--- src/rtl/weight_load_ctrl_if.sv ---
// Bundle between the weight-load sequencer, the shared weight memory port and
// the weight-load pipeline register. The DUT side uses the slave modport.
interface weight_load_ctrl_if #(
  parameter int ADDR_W = 10
);
  logic              START;
  logic [ADDR_W-1:0] BASE_ADDR;
  logic [4:0]        SHAMT_CFG;
  // Memory handshake: WM_REQ/WM_ADDR is the offer and stays stable until a
  // cycle with WM_REQ & WM_GNT; that cycle is the transfer. WM_GNT seen with
  // WM_REQ low means nothing. WM_RVALID/WM_RDATA returns the word for the one
  // outstanding read at least one cycle after the grant and cannot be stalled.
  logic              WM_REQ;
  logic [ADDR_W-1:0] WM_ADDR;
  logic              WM_GNT;
  logic              WM_RVALID;
  logic [31:0]       WM_RDATA;
  logic              WLoad1;
  logic [31:0]       WDATA1;
  logic [4:0]        shamt1;
  logic [1:0]        WROW1;
  logic              BUSY;
  logic              DONE;

  modport slave (
    input  START, BASE_ADDR, SHAMT_CFG, WM_GNT, WM_RVALID, WM_RDATA,
    output WM_REQ, WM_ADDR, WLoad1, WDATA1, shamt1, WROW1, BUSY, DONE
  );

  modport master (
    output START, BASE_ADDR, SHAMT_CFG, WM_GNT, WM_RVALID, WM_RDATA,
    input  WM_REQ, WM_ADDR, WLoad1, WDATA1, shamt1, WROW1, BUSY, DONE
  );
endinterface

--- src/rtl/weight_load_ctrl.sv ---
// Fetches ROWS weight rows, one outstanding read at a time, and forwards each
// returned word as a one-cycle load pulse into the MAC weight pipeline register.
module weight_load_ctrl #(
  parameter int ADDR_W = 10,
  parameter int ROWS   = 4,
  parameter int STRIDE = 1
) (
  input  logic              CLK,
  input  logic              RSTN,
  weight_load_ctrl_if.slave bus,
  output logic [1:0]        dbg_state_o
);

  typedef enum logic [1:0] {
    S_IDLE = 2'd0,
    S_REQ  = 2'd1,
    S_WAIT = 2'd2
  } state_e;

  localparam logic [1:0] LAST_ROW = 2'(ROWS - 1);

  state_e            state_q, state_d;
  logic [ADDR_W-1:0] base_q, base_d;
  logic [ADDR_W-1:0] addr_q, addr_d;
  logic [ADDR_W-1:0] next_addr;
  logic [4:0]        shamt_q, shamt_d;
  logic [4:0]        shamt1_q, shamt1_d;
  logic [1:0]        row_q, row_d;
  logic [1:0]        wrow_q, wrow_d;
  logic [31:0]       wdata_q, wdata_d;
  logic              req_q, req_d;
  logic              wload_q, wload_d;
  logic              busy_q, busy_d;
  logic              done_q, done_d;
  logic              grant;
  logic              rvalid;

  assign grant  = req_q & bus.WM_GNT;
  assign rvalid = (state_q == S_WAIT) & bus.WM_RVALID;
  // Address of the row after row_q; wraps modulo 2^ADDR_W by truncation.
  assign next_addr = base_q + ADDR_W'(32'(row_q + 2'd1) * STRIDE);

  always_ff @(posedge CLK or negedge RSTN) begin
    if (!RSTN) begin
      state_q <= S_IDLE;
    end else begin
      state_q <= state_d;
    end
  end

  always_comb begin
    state_d = state_q;
    case (state_q)
      S_IDLE:  if (bus.START) state_d = S_REQ;
      S_REQ:   if (grant) state_d = S_WAIT;
      S_WAIT:  if (rvalid) state_d = (row_q == LAST_ROW) ? S_IDLE : S_REQ;
      default: state_d = S_IDLE;
    endcase
  end

  always_comb begin
    base_d   = base_q;
    addr_d   = addr_q;
    shamt_d  = shamt_q;
    shamt1_d = shamt1_q;
    row_d    = row_q;
    wrow_d   = wrow_q;
    wdata_d  = wdata_q;
    req_d    = req_q;
    wload_d  = 1'b0;
    done_d   = 1'b0;
    busy_d   = (state_d != S_IDLE);
    case (state_q)
      S_IDLE: begin
        if (bus.START) begin
          base_d  = bus.BASE_ADDR;
          shamt_d = bus.SHAMT_CFG;
          row_d   = 2'd0;
          req_d   = 1'b1;
          addr_d  = bus.BASE_ADDR;
        end
      end
      S_REQ: begin
        if (grant) req_d = 1'b0;
      end
      S_WAIT: begin
        if (rvalid) begin
          wload_d  = 1'b1;
          wdata_d  = bus.WM_RDATA;
          wrow_d   = row_q;
          shamt1_d = shamt_q;
          // The next request goes out in the same cycle as this load pulse.
          if (row_q != LAST_ROW) begin
            row_d  = row_q + 2'd1;
            req_d  = 1'b1;
            addr_d = next_addr;
          end else begin
            done_d = 1'b1;
          end
        end
      end
      default: begin
        req_d = 1'b0;
      end
    endcase
  end

  always_ff @(posedge CLK or negedge RSTN) begin
    if (!RSTN) begin
      base_q   <= '0;
      addr_q   <= '0;
      shamt_q  <= '0;
      shamt1_q <= '0;
      row_q    <= '0;
      wrow_q   <= '0;
      wdata_q  <= '0;
      req_q    <= 1'b0;
      wload_q  <= 1'b0;
      busy_q   <= 1'b0;
      done_q   <= 1'b0;
    end else begin
      base_q   <= base_d;
      addr_q   <= addr_d;
      shamt_q  <= shamt_d;
      shamt1_q <= shamt1_d;
      row_q    <= row_d;
      wrow_q   <= wrow_d;
      wdata_q  <= wdata_d;
      req_q    <= req_d;
      wload_q  <= wload_d;
      busy_q   <= busy_d;
      done_q   <= done_d;
    end
  end

  assign bus.WM_REQ   = req_q;
  assign bus.WM_ADDR  = addr_q;
  assign bus.WLoad1   = wload_q;
  assign bus.WDATA1   = wdata_q;
  assign bus.shamt1   = shamt1_q;
  assign bus.WROW1    = wrow_q;
  assign bus.BUSY     = busy_q;
  assign bus.DONE     = done_q;
  assign dbg_state_o  = state_q;

endmodule

--- src/flat_wrapper.sv ---
// flat-port wrapper written by rule: the top's interface ports become plain ports
module weight_load_ctrl_flat 
#(
  parameter int ADDR_W = 10,
  parameter int ROWS   = 4,
  parameter int STRIDE = 1
)
  (CLK, RSTN, dbg_state_o, bus_START, bus_BASE_ADDR, bus_SHAMT_CFG, bus_WM_GNT, bus_WM_RVALID, bus_WM_RDATA, bus_WM_REQ, bus_WM_ADDR, bus_WLoad1, bus_WDATA1, bus_shamt1, bus_WROW1, bus_BUSY, bus_DONE);
  weight_load_ctrl_if #(.ADDR_W(ADDR_W)) bus_i ();
  input  logic CLK;
  input  logic RSTN;
  output logic [1:0] dbg_state_o;
  input wire logic [$bits(bus_i.START)-1:0] bus_START;
  input wire logic [$bits(bus_i.BASE_ADDR)-1:0] bus_BASE_ADDR;
  input wire logic [$bits(bus_i.SHAMT_CFG)-1:0] bus_SHAMT_CFG;
  input wire logic [$bits(bus_i.WM_GNT)-1:0] bus_WM_GNT;
  input wire logic [$bits(bus_i.WM_RVALID)-1:0] bus_WM_RVALID;
  input wire logic [$bits(bus_i.WM_RDATA)-1:0] bus_WM_RDATA;
  output wire logic [$bits(bus_i.WM_REQ)-1:0] bus_WM_REQ;
  output wire logic [$bits(bus_i.WM_ADDR)-1:0] bus_WM_ADDR;
  output wire logic [$bits(bus_i.WLoad1)-1:0] bus_WLoad1;
  output wire logic [$bits(bus_i.WDATA1)-1:0] bus_WDATA1;
  output wire logic [$bits(bus_i.shamt1)-1:0] bus_shamt1;
  output wire logic [$bits(bus_i.WROW1)-1:0] bus_WROW1;
  output wire logic [$bits(bus_i.BUSY)-1:0] bus_BUSY;
  output wire logic [$bits(bus_i.DONE)-1:0] bus_DONE;
  assign bus_i.START = bus_START;
  assign bus_i.BASE_ADDR = bus_BASE_ADDR;
  assign bus_i.SHAMT_CFG = bus_SHAMT_CFG;
  assign bus_i.WM_GNT = bus_WM_GNT;
  assign bus_i.WM_RVALID = bus_WM_RVALID;
  assign bus_i.WM_RDATA = bus_WM_RDATA;
  assign bus_WM_REQ = bus_i.WM_REQ;
  assign bus_WM_ADDR = bus_i.WM_ADDR;
  assign bus_WLoad1 = bus_i.WLoad1;
  assign bus_WDATA1 = bus_i.WDATA1;
  assign bus_shamt1 = bus_i.shamt1;
  assign bus_WROW1 = bus_i.WROW1;
  assign bus_BUSY = bus_i.BUSY;
  assign bus_DONE = bus_i.DONE;
  weight_load_ctrl #(.ADDR_W(ADDR_W), .ROWS(ROWS), .STRIDE(STRIDE)) u_core (.CLK(CLK), .RSTN(RSTN), .bus(bus_i), .dbg_state_o(dbg_state_o));
endmodule
--- config.mk ---
export PLATFORM = sky130hd
export DESIGN_NAME = weight_load_ctrl_flat
export DESIGN_NICKNAME = d
export VERILOG_FILES = /design/src/rtl/weight_load_ctrl_if.sv /design/src/rtl/weight_load_ctrl.sv /design/src/flat_wrapper.sv
export SDC_FILE = /design/constraint.sdc
export NUM_CORES = 1
export LEC_CHECK = 0
export ABC_CLOCK_PERIOD_IN_PS = 2900
export BUFFER_PORTS_ARGS = -buffer_cell sky130_fd_sc_hd__buf_2
export CAP_MARGIN = 20
export CORE_MARGIN = 2
export CORE_UTILIZATION = 49
export CTS_CLUSTER_DIAMETER = 200
export DETAILED_ROUTE_END_ITERATION = 7
export HOLD_SLACK_MARGIN = 0.08
export PLACE_DENSITY = 0.89
export SYNTH_ARGS = -nofsm -noshare
export SYNTH_HDL_FRONTEND = slang
export SYNTH_SLANG_ARGS = --single-unit
--- constraint.sdc ---
create_clock -name CLK -period 2.9 [get_ports CLK]
set_input_delay 0.435 -clock CLK [delete_from_list [all_inputs] [get_ports CLK]]
set_output_delay 0.435 -clock CLK [all_outputs]
set_load 0.05 [all_outputs]
==> impl_metrics.yaml, run 1 <==
sta:
  final_hold_viol_count: 0
  max_slew_margin: 0.3828
  layout_min_cycle_time_ps: 2167
  rsz0062_at_grt: "no"
  fin_tns_setup_ps: 0
  finalCritPeriodShare: 0.7471
  clock_skew_ps: 8.263
  drv_slew: 0
  setup-violations-final: 0
  clock.fmax_mhz: 461.6
  worst_pin_slew_ps: 922.6
cells_and_area:
  area_growth_syn_to_layout_pct: 26.90
  drive_above_1_share: 0.5073
  antenna_cells: 0
  fin_nets: 395
cts:
  cts_hold_buf: 0
  clock_latency_ps: 330
  path_clk_slew_ps: 70
  clock_path_buffers: 2
  cts_setup_buffers: 0
  cts_tree: "built"
  cts_root_buffer: "clkbuf_8"
  cts_sinks: 72
  numCtsBuffers: 9
  cts.repair.resized: 0
  htreeDepth: 3
critical_path:
  crit_buf_inv: 1
  slowest_stage: "dfrtp_1"
  critical_path.max_stage_delay_ps: 410
  crit_path_end_kind: "register"
  startpoint_type: "register"
  critical_path_peak_fanout: 4
  cp_cell_sequence: "ha_1 -> inv_1 -> fa_1 -> nor2b_1 -> o2111ai_1 -> xor2_1 -> nor3_1 -> a221o_1"
  cp.required_ps: 3110
  path_class: "reg -> reg"
  cp_data_arrival_time_ps: 2380
  cp_top_family: "adder cells"
hold_path:
  hp-class: "in -> async"
floorplan:
  rows: 28
  die_w_um: 82.61
  pin_count: 107
  die_h_um: 82.61
  initial_utilization: 0.5084
  dieArea_um2: 6824
  coreArea_um2: 5956
global_routing:
  antenna_found_initial: 0
  track_usage: 0.1749
  met3_usage: 0.04022
  grtUsageMet2: 0.3016
  met1_usage: 0.2099
  grt_start_max_net_pins: 42
  grt_pass1_wl_mm: 8.942
  top_usage_layer: "met2"
  gr-total-overflow: 0
  grt_pass1_vias: 1959
outcome:
  status: "complete, no violations"
synthesis:
  synth_most_common_cell: "dfrtp_1"
  synth.top_cell.area_share: 0.5950
  yosysTopAreaCell: "dfrtp_1"
  syn_area_per_cell_um2: 13.22
  synth_area_um2: 3028
  synth_seq_cells: 72
  synthTopCellsByArea: "dfrtp_1 (60%), mux2_2 (18%), o21ai_0 (2.3%), nand2_1 (2.2%), mux2i_1 (2.0%)"
  synthFlopType: "dfrtp_1"
  synth_cell_type_count: 36
  synth_edf_count: 0
  synth_common_cells: "dfrtp_1 (72), mux2_2 (49), nand2_1 (18), o21ai_0 (14)"
  async_reset_ff_frac: 1.000
  synthCells: 229
  synth_nets: 286
  yosys_warnings: 0
  seq_area_frac_synth: 0.5950
drt:
  wl_per_cell_um: 14.09
  wl_mm: 5.890
  drt_pass1_iterations: 4
  via_per_inst: 4.978
  vias: 2081
  ant_nets: 0
  initialDrtViolationCount: 104
  drc: 0
run:
  cap_violations: 0
placed_design:
  port_buffers: 106
  dp_hpwl_mm: 4.370
  place_congestion: 0.7981
[layer usage]
metal,share of wire,routed length (um),up-vias
li1,-,-,1017
met4,0.010,59,0
met2,0.48,2851,76
met1,0.43,2556,981
met3,0.072,422,7
met5,0,0,-
[sequential cells by signal, summed over array words and instances, names as in the netlist]
signal              count
u_core.bus.WDATA1      32
u_core.base_q          10
u_core.bus.WM_ADDR     10
u_core.bus.shamt1       5
u_core.shamt_q          5
u_core.bus.WROW1        2
u_core.dbg_state_o      2
u_core.row_q            2
u_core.bus.BUSY         1
u_core.bus.DONE         1
u_core.bus.WLoad1       1
u_core.bus.WM_REQ       1
[worst register-to-register path, cell delays in order (launching register included)]
cell and delay [ps]:
dfrtp_1 410, ha_1 310, inv_1 70, fa_1 410, nor2b_1 240, o2111ai_1 150, xor2_1 150, nor3_1 60
a221o_1 280
[cell type report]
type / instances / area (um^2)
repair buffers: 108 / 558.0
well taps: 75 / 93.84
inverters: 7 / 26.28
multi-input cells: 140 / 1149
flip-flops and latches: 72 / 1802
clock buffers: 13 / 148.9
fillers: 459 / 2113
clock inverters: 3 / 65.06
[cell families after synthesis]
| kind of cell | after synthesis | share of synthesized area |
|---|---|---|
| flops | 72 | 0.5950 |
| mux | 57 | 0.2095 |
| simple gates | 42 | 0.06694 |
| compound gates | 30 | 0.06157 |
| buf+inv | 17 | 0.02644 |
| xor+xnor | 6 | 0.01736 |
| fa+ha+maj | 5 | 0.02314 |
[final timing paths]
kind                                                    from                                 to  slack (ps)  cells past startpoint
min in group CLK                            bus_WM_RDATA[21]  u_core.bus.WDATA1[21]$_DFFE_PN0P_         320                      2
min                                                     RSTN  u_core.bus.WDATA1[20]$_DFFE_PN0P_         170                      1
max                              u_core.row_q[0]$_DFFE_PN0P_  u_core.bus.WM_ADDR[6]$_DFFE_PN0P_         730                      8
max in group asynchronous                               RSTN      u_core.shamt_q[1]$_DFFE_PN0P_        2060                      2
min reg2reg                u_core.bus.WM_ADDR[7]$_DFFE_PN0P_  u_core.bus.WM_ADDR[7]$_DFFE_PN0P_         480                      2
max reg2reg                      u_core.row_q[0]$_DFFE_PN0P_  u_core.bus.WM_ADDR[6]$_DFFE_PN0P_         730                      8
[metrics by stage]
step                hold WS [ps]  area, um^2  setup WS [ps]    util  cells
finish                     172.9        3842          733.4  0.6452    418
global route               219.4        3842          526.9  0.6452    418
CTS                        184.9        3842          729.4  0.6452    418
detailed placement         465.8        3628          726.8  0.6092    402
global placement           463.9        3628          788.6  0.6092    402
floorplan                  139.4        3028          880.0       -    229
[layout by cell type, fill, tap and decap left out, types with 2 or more instances in the layout]
cell type / count
o2111ai_1: 2
buf_2: 106
or3_1: 2
o21ai_0: 14
a21oi_1: 4
nor2_1: 7
nor2b_1: 3
mux2_2: 49
clkbuf_1: 3
dfrtp_1: 72
and3_1: 2
xnor2_1: 2
xor2_1: 4
a21o_1: 2
inv_1: 6
nor3_1: 3
clkbuf_8: 10
a221o_1: 2
o31ai_1: 2
ha_1: 4
bufinv_16: 2
nand2_1: 17
mux2i_1: 6
mux2_1: 2
Power of run 1 is left out: the tool's default activity adds up to more than one toggle a clock period on the data nets, which glitch-free logic cannot reach.
==> run 2, diff against run 1 <==
- ABC_CLOCK_PERIOD_IN_PS: 2900 -> 2000
- clock period: 2.9 -> 2 ns (I/O delays scaled with it)
==> impl_metrics.yaml, run 2 (same netlist as run 1, synthesis figures left out) <==
cells_and_area:
  fin_cells: 432
  final_cell_mix: "buf_2 (106), dfrtp_1 (72), mux2_2 (49)"
  antenna_cells: 0
  drive_above_1_share: 0.5574
  final_area_um2: 4009
  largest_reg_flops: 32
  layout_commonest_cell: "buf_2"
  fin_nets: 410
  area_growth_syn_to_layout_pct: 32.40
placed_design:
  place_congestion: 0.7475
  placed_area_um2: 3714
  dp_cells: 413
  port_buffers: 106
  dp_hpwl_mm: 4.503
outcome:
  failed_checks: "negative setup slack"
  status: "finished, violations left"
critical_path:
  r2r_cells: 8
  slowest_stage: "dfrtp_1"
  cp.required_ps: 2220
  critical_path_peak_fanout: 4
  cp_data_arrival_time_ps: 2240
  path_class: "reg -> reg"
  cp_cell_sequence: "ha_4 -> inv_2 -> fa_2 -> nor2b_4 -> o2111ai_2 -> xor2_1 -> nor3_1 -> a221o_1"
  crit_path_end_kind: "register"
  critical_path.max_stage_delay_ps: 430
  startpoint_type: "register"
  reg2reg_to: "u_core.bus.WM_ADDR[6]$_DFFE_PN0P_"
  r2r_slack_ps: -20
  r2r_start: "u_core.row_q[0]$_DFFE_PN0P_"
  crit_buf_inv: 1
  cp_top_family: "adder cells"
cts:
  numCtsBuffers: 9
  cts_sinks: 72
  clock_latency_ps: 330
  path_clk_slew_ps: 80
  cts_root_buffer: "clkbuf_8"
  htreeDepth: 3
  clock_path_buffers: 2
  cts_tree: "built"
drt:
  ant_nets: 0
  initialDrtViolationCount: 144
  drc: 0
  drt_pass1_iterations: 4
  wl_per_cell_um: 14.54
  vias: 2181
  via_per_inst: 5.049
  wl_mm: 6.282
hold_path:
  worstHoldPathCells: 2
  min_to: "u_core.bus.WDATA1[21]$_DFFE_PN0P_"
  hp-class: "in -> reg"
  holdCritStartpoint: "bus_WM_RDATA[21]"
floorplan:
  die_w_um: 82.61
  coreArea_um2: 5956
  dieArea_um2: 6824
  initial_utilization: 0.5084
  rows: 28
  die_h_um: 82.61
  pin_count: 107
sta:
  max_slew_margin: 0.7144
  worst_slack_ps: -16.03
  drv_slew: 0
  finalCritPeriodShare: 1.008
  clock_skew_ps: 8.690
  rsz0062_at_grt: "yes"
  whs_ps: 173.7
  clock.fmax_mhz: 496.0
  worst_pin_slew_ps: 428.4
  layout_min_cycle_time_ps: 2016
  fin_tns_setup_ps: -16.03
  final_hold_viol_count: 0
  setup-violations-final: 1
run:
  cap_violations: 0
global_routing:
  grt_pass1_wl_mm: 9.542
  gr-total-overflow: 0
  antenna_found_initial: 0
  grt_start_max_net_pins: 73
  track_usage: 0.1878
  grt_pass1_vias: 2090
run 2: changes by cell type in the layout (fill, tap and decap cells not counted), moves of 2 or more:
cell      delta
buf_4       +14
clkbuf_1     -3
inv_1        -3
inv_2        +3
ha_1         -2
ha_4         +2
o21ai_0      -2
o21ai_1      +2
run 2: worst max path at each step:
stage	from	depth (start not counted)	endpoint	slack, ps
after global routing	u_core.row_q[0]$_DFFE_PN0P_	8	u_core.bus.WM_ADDR[6]$_DFFE_PN0P_	-110
after detailed placement	u_core.row_q[0]$_DFFE_PN0P_	8	u_core.bus.WM_ADDR[6]$_DFFE_PN0P_	-130
after CTS	u_core.row_q[0]$_DFFE_PN0P_	8	u_core.bus.WM_ADDR[6]$_DFFE_PN0P_	-10
after floorplan	u_core.row_q[0]$_DFFE_PN0P_	8	u_core.bus.WM_ADDR[6]$_DFFE_PN0P_	20
final	u_core.row_q[0]$_DFFE_PN0P_	8	u_core.bus.WM_ADDR[6]$_DFFE_PN0P_	-20
after global placement	u_core.row_q[0]$_DFFE_PN0P_	8	u_core.bus.WM_ADDR[6]$_DFFE_PN0P_	-40
run 2: cell type report:
| type | count | area, um^2 |
|---|---|---|
| fillers | 458 | 1947 |
| clock inverters | 5 | 81.33 |
| multi-input cells | 140 | 1195 |
| flip-flops and latches | 72 | 1802 |
| well taps | 75 | 93.84 |
| clock buffers | 10 | 137.6 |
| repair buffers | 123 | 673.1 |
| inverters | 7 | 26.28 |
run 2: what timing repair did:
item	4_1_cts	5_1_grt
pin swaps	3	3
hold endpoints to repair	72	0
hold buffers	1	0
gates resized for setup	8	4
buffers inserted	2	1
setup endpoints to repair	4	5
run 2: per-stage QoR:
stage	utilization	setup WS [ps]
6_report	0.6731	-16.03
5_1_grt	0.6731	-114.7
4_1_cts	0.6710	-10.58
3_5_place_dp	0.6235	-128.6
3_3_place_gp	0.6235	-40.85
2_1_floorplan	-	16.08
run 2: metal layers:
metal	up-vias	track usage	wire, um
met5	-	0	0
met4	0	0.1016	111
met3	11	0.04565	436
met2	78	0.3056	3087
met1	1045	0.2307	2647
li1	1047	-	-
Power of run 2 is left out for the same reason.
==> run 3, diff against run 2 <==
- CELL_PAD_IN_SITES_DETAIL_PLACEMENT: unset -> 0
- CELL_PAD_IN_SITES_GLOBAL_PLACEMENT: unset -> 2
- CORE_UTILIZATION: 49 -> 32
- PLACE_DENSITY: 0.89 -> 0.9
- SKIP_LAST_GASP: unset -> 1
==> impl_metrics.yaml, run 3 (same netlist as run 1, synthesis figures left out) <==
drt:
  via_per_inst: 4.664
  drt_pass1_iterations: 4
  ant_nets: 0
  wl_mm: 6.518
  route.met2.wl_mm: 3.149
  wl_met1_mm: 2.894
  vias: 2178
  met3_length_um: 364
  drc: 0
  top_layer_used: "met4"
  wl_per_cell_um: 13.96
  initialDrtViolationCount: 38
cells_and_area:
  final_cell_mix: "buf_2 (105), dfrtp_1 (72), mux2_2 (49)"
  fin_util: 0.4400
  fin_cells: 467
  fillers: 882
  layout_commonest_cell: "buf_2"
  antenna_cells: 0
  fin_nets: 409
  largest_reg_flops: 32
  drive_above_1_share: 0.5590
  regArea_um2: 1802
  multiInputGateArea_um2: 1209
  area_growth_syn_to_layout_pct: 33.64
critical_path:
  r2r_slack_ps: 20
  critical_path.max_stage_delay_ps: 430
  path_class: "reg -> reg"
  crit_path_end_kind: "register"
  cp.required_ps: 2220
  r2r_cells: 8
  startpoint_type: "register"
  reg2reg_to: "u_core.bus.WM_ADDR[6]$_DFFE_PN0P_"
  cp_top_family: "adder cells"
  r2r_start: "u_core.row_q[0]$_DFFE_PN0P_"
  slowest_stage: "dfrtp_1"
  cp_data_arrival_time_ps: 2210
  crit_buf_inv: 1
  critical_path_peak_fanout: 4
  cp_cell_sequence: "ha_4 -> inv_2 -> fa_2 -> nor2b_4 -> o2111ai_2 -> xor2_1 -> nor3_1 -> a221o_1"
floorplan:
  die_w_um: 101.3
  coreArea_um2: 9196
  initial_utilization: 0.3293
  die_h_um: 101.3
  rows: 35
  pin_count: 107
  dieArea_um2: 10260
sta:
  clock_skew_ps: 6.443
  drv_slew: 0
  worst_pin_slew_ps: 552.6
  rsz0062_at_grt: "yes"
  finalCritPeriodShare: 0.9925
  final_hold_viol_count: 0
  setup-violations-final: 0
  whs_ps: 181.8
  max_slew_margin: 0.6316
  clock.fmax_mhz: 503.8
  layout_min_cycle_time_ps: 1985
hold_path:
  min_to: "u_core.bus.WDATA1[22]$_DFFE_PN0P_"
  hp-class: "in -> reg"
  worstHoldPathCells: 2
  holdCritStartpoint: "bus_WM_RDATA[22]"
global_routing:
  grt_pass1_vias: 2145
  gr-total-overflow: 0
  grt_pass1_wl_mm: 10.09
  track_usage: 0.1276
  grt_start_max_net_pins: 42
  antenna_found_initial: 0
cts:
  cts_tree: "built"
  clock_latency_ps: 340
  cts_sinks: 72
  numCtsBuffers: 9
  clock_path_buffers: 2
  htreeDepth: 3
  cts_root_buffer: "clkbuf_8"
  path_clk_slew_ps: 70
placed_design:
  port_buffers: 106
  dp_hpwl_mm: 4.752
  dp_cells: 450
  place_congestion: 0.7670
power_and_ir_drop:
  power_density_nw_per_um2: 1941
  power_leakage_nw: 1.995
  ir_worst_vdd_mv: 0.5268
outcome:
  status: "complete, no violations"
run:
  cap_violations: 0
run 3: final cells by class:
class                           count  area share
Clock buffer                       11     0.03494
Clock inverter                      4     0.01113
Inverter                            7    0.006494
Multi-Input combinational cell    140      0.2987
Sequential cell                    72      0.4453
Tap cell                          111     0.03432
Timing Repair Buffer              122      0.1691
run 3: worst max path at each step:
stage / slack [ps] / to / start / cells past startpoint
after floorplan: 20 / u_core.bus.WM_ADDR[6]$_DFFE_PN0P_ / u_core.row_q[0]$_DFFE_PN0P_ / 8
after global placement: -70 / u_core.bus.WM_ADDR[6]$_DFFE_PN0P_ / u_core.row_q[0]$_DFFE_PN0P_ / 8
after detailed placement: -110 / u_core.bus.WM_ADDR[6]$_DFFE_PN0P_ / u_core.row_q[0]$_DFFE_PN0P_ / 8
after CTS: -10 / u_core.bus.WM_ADDR[6]$_DFFE_PN0P_ / u_core.row_q[0]$_DFFE_PN0P_ / 8
after global routing: -120 / u_core.bus.WM_ADDR[6]$_DFFE_PN0P_ / u_core.row_q[0]$_DFFE_PN0P_ / 9
final: 20 / u_core.bus.WM_ADDR[6]$_DFFE_PN0P_ / u_core.row_q[0]$_DFFE_PN0P_ / 8
run 3: per-layer routing:
metal | GRT usage | up-vias
met5 | 0 | -
met4 | 0.06237 | 0
met3 | 0.03313 | 10
met2 | 0.2155 | 66
met1 | 0.1511 | 1053
li1 | - | 1049
run 3: what timing repair did:
| item | CTS | global route |
|---|---|---|
| pin swaps | 3 | 3 |
| hold buffers | 1 | 0 |
| setup endpoints to repair | 1 | 3 |
| gates resized for setup | 6 | 7 |
| cloned | 0 | 0 |
| setup buffers | 1 | 0 |
| hold endpoints to repair | 40 | 0 |
run 3: stage by stage:
stage / cell area, um^2 / setup slack (ps) / TNS, ps / power, mW
3_5_place_dp: 3784 / -111.4 / -111.4 / 6.689
3_3_place_gp: 3784 / -67.12 / -67.12 / 6.613
2_1_floorplan: 3030 / 16.08 / 0 / 5.623
5_1_grt: 4046 / -118.1 / -210.0 / 8.339
6_report: 4046 / 15.03 / 0 / 7.854
4_1_cts: 4016 / -12.72 / -12.72 / 7.903
run 3: report_power, final:
group	internal (mW)	total (mW)	leakage, nW	switching (mW)
Combinational	1.35	4.17	1.01	2.82
Sequential	2.15	2.56	0.882	0.416
Clock	0.598	1.12	0.0989	0.525
Note: power is estimated with default switching activity, not from simulation.
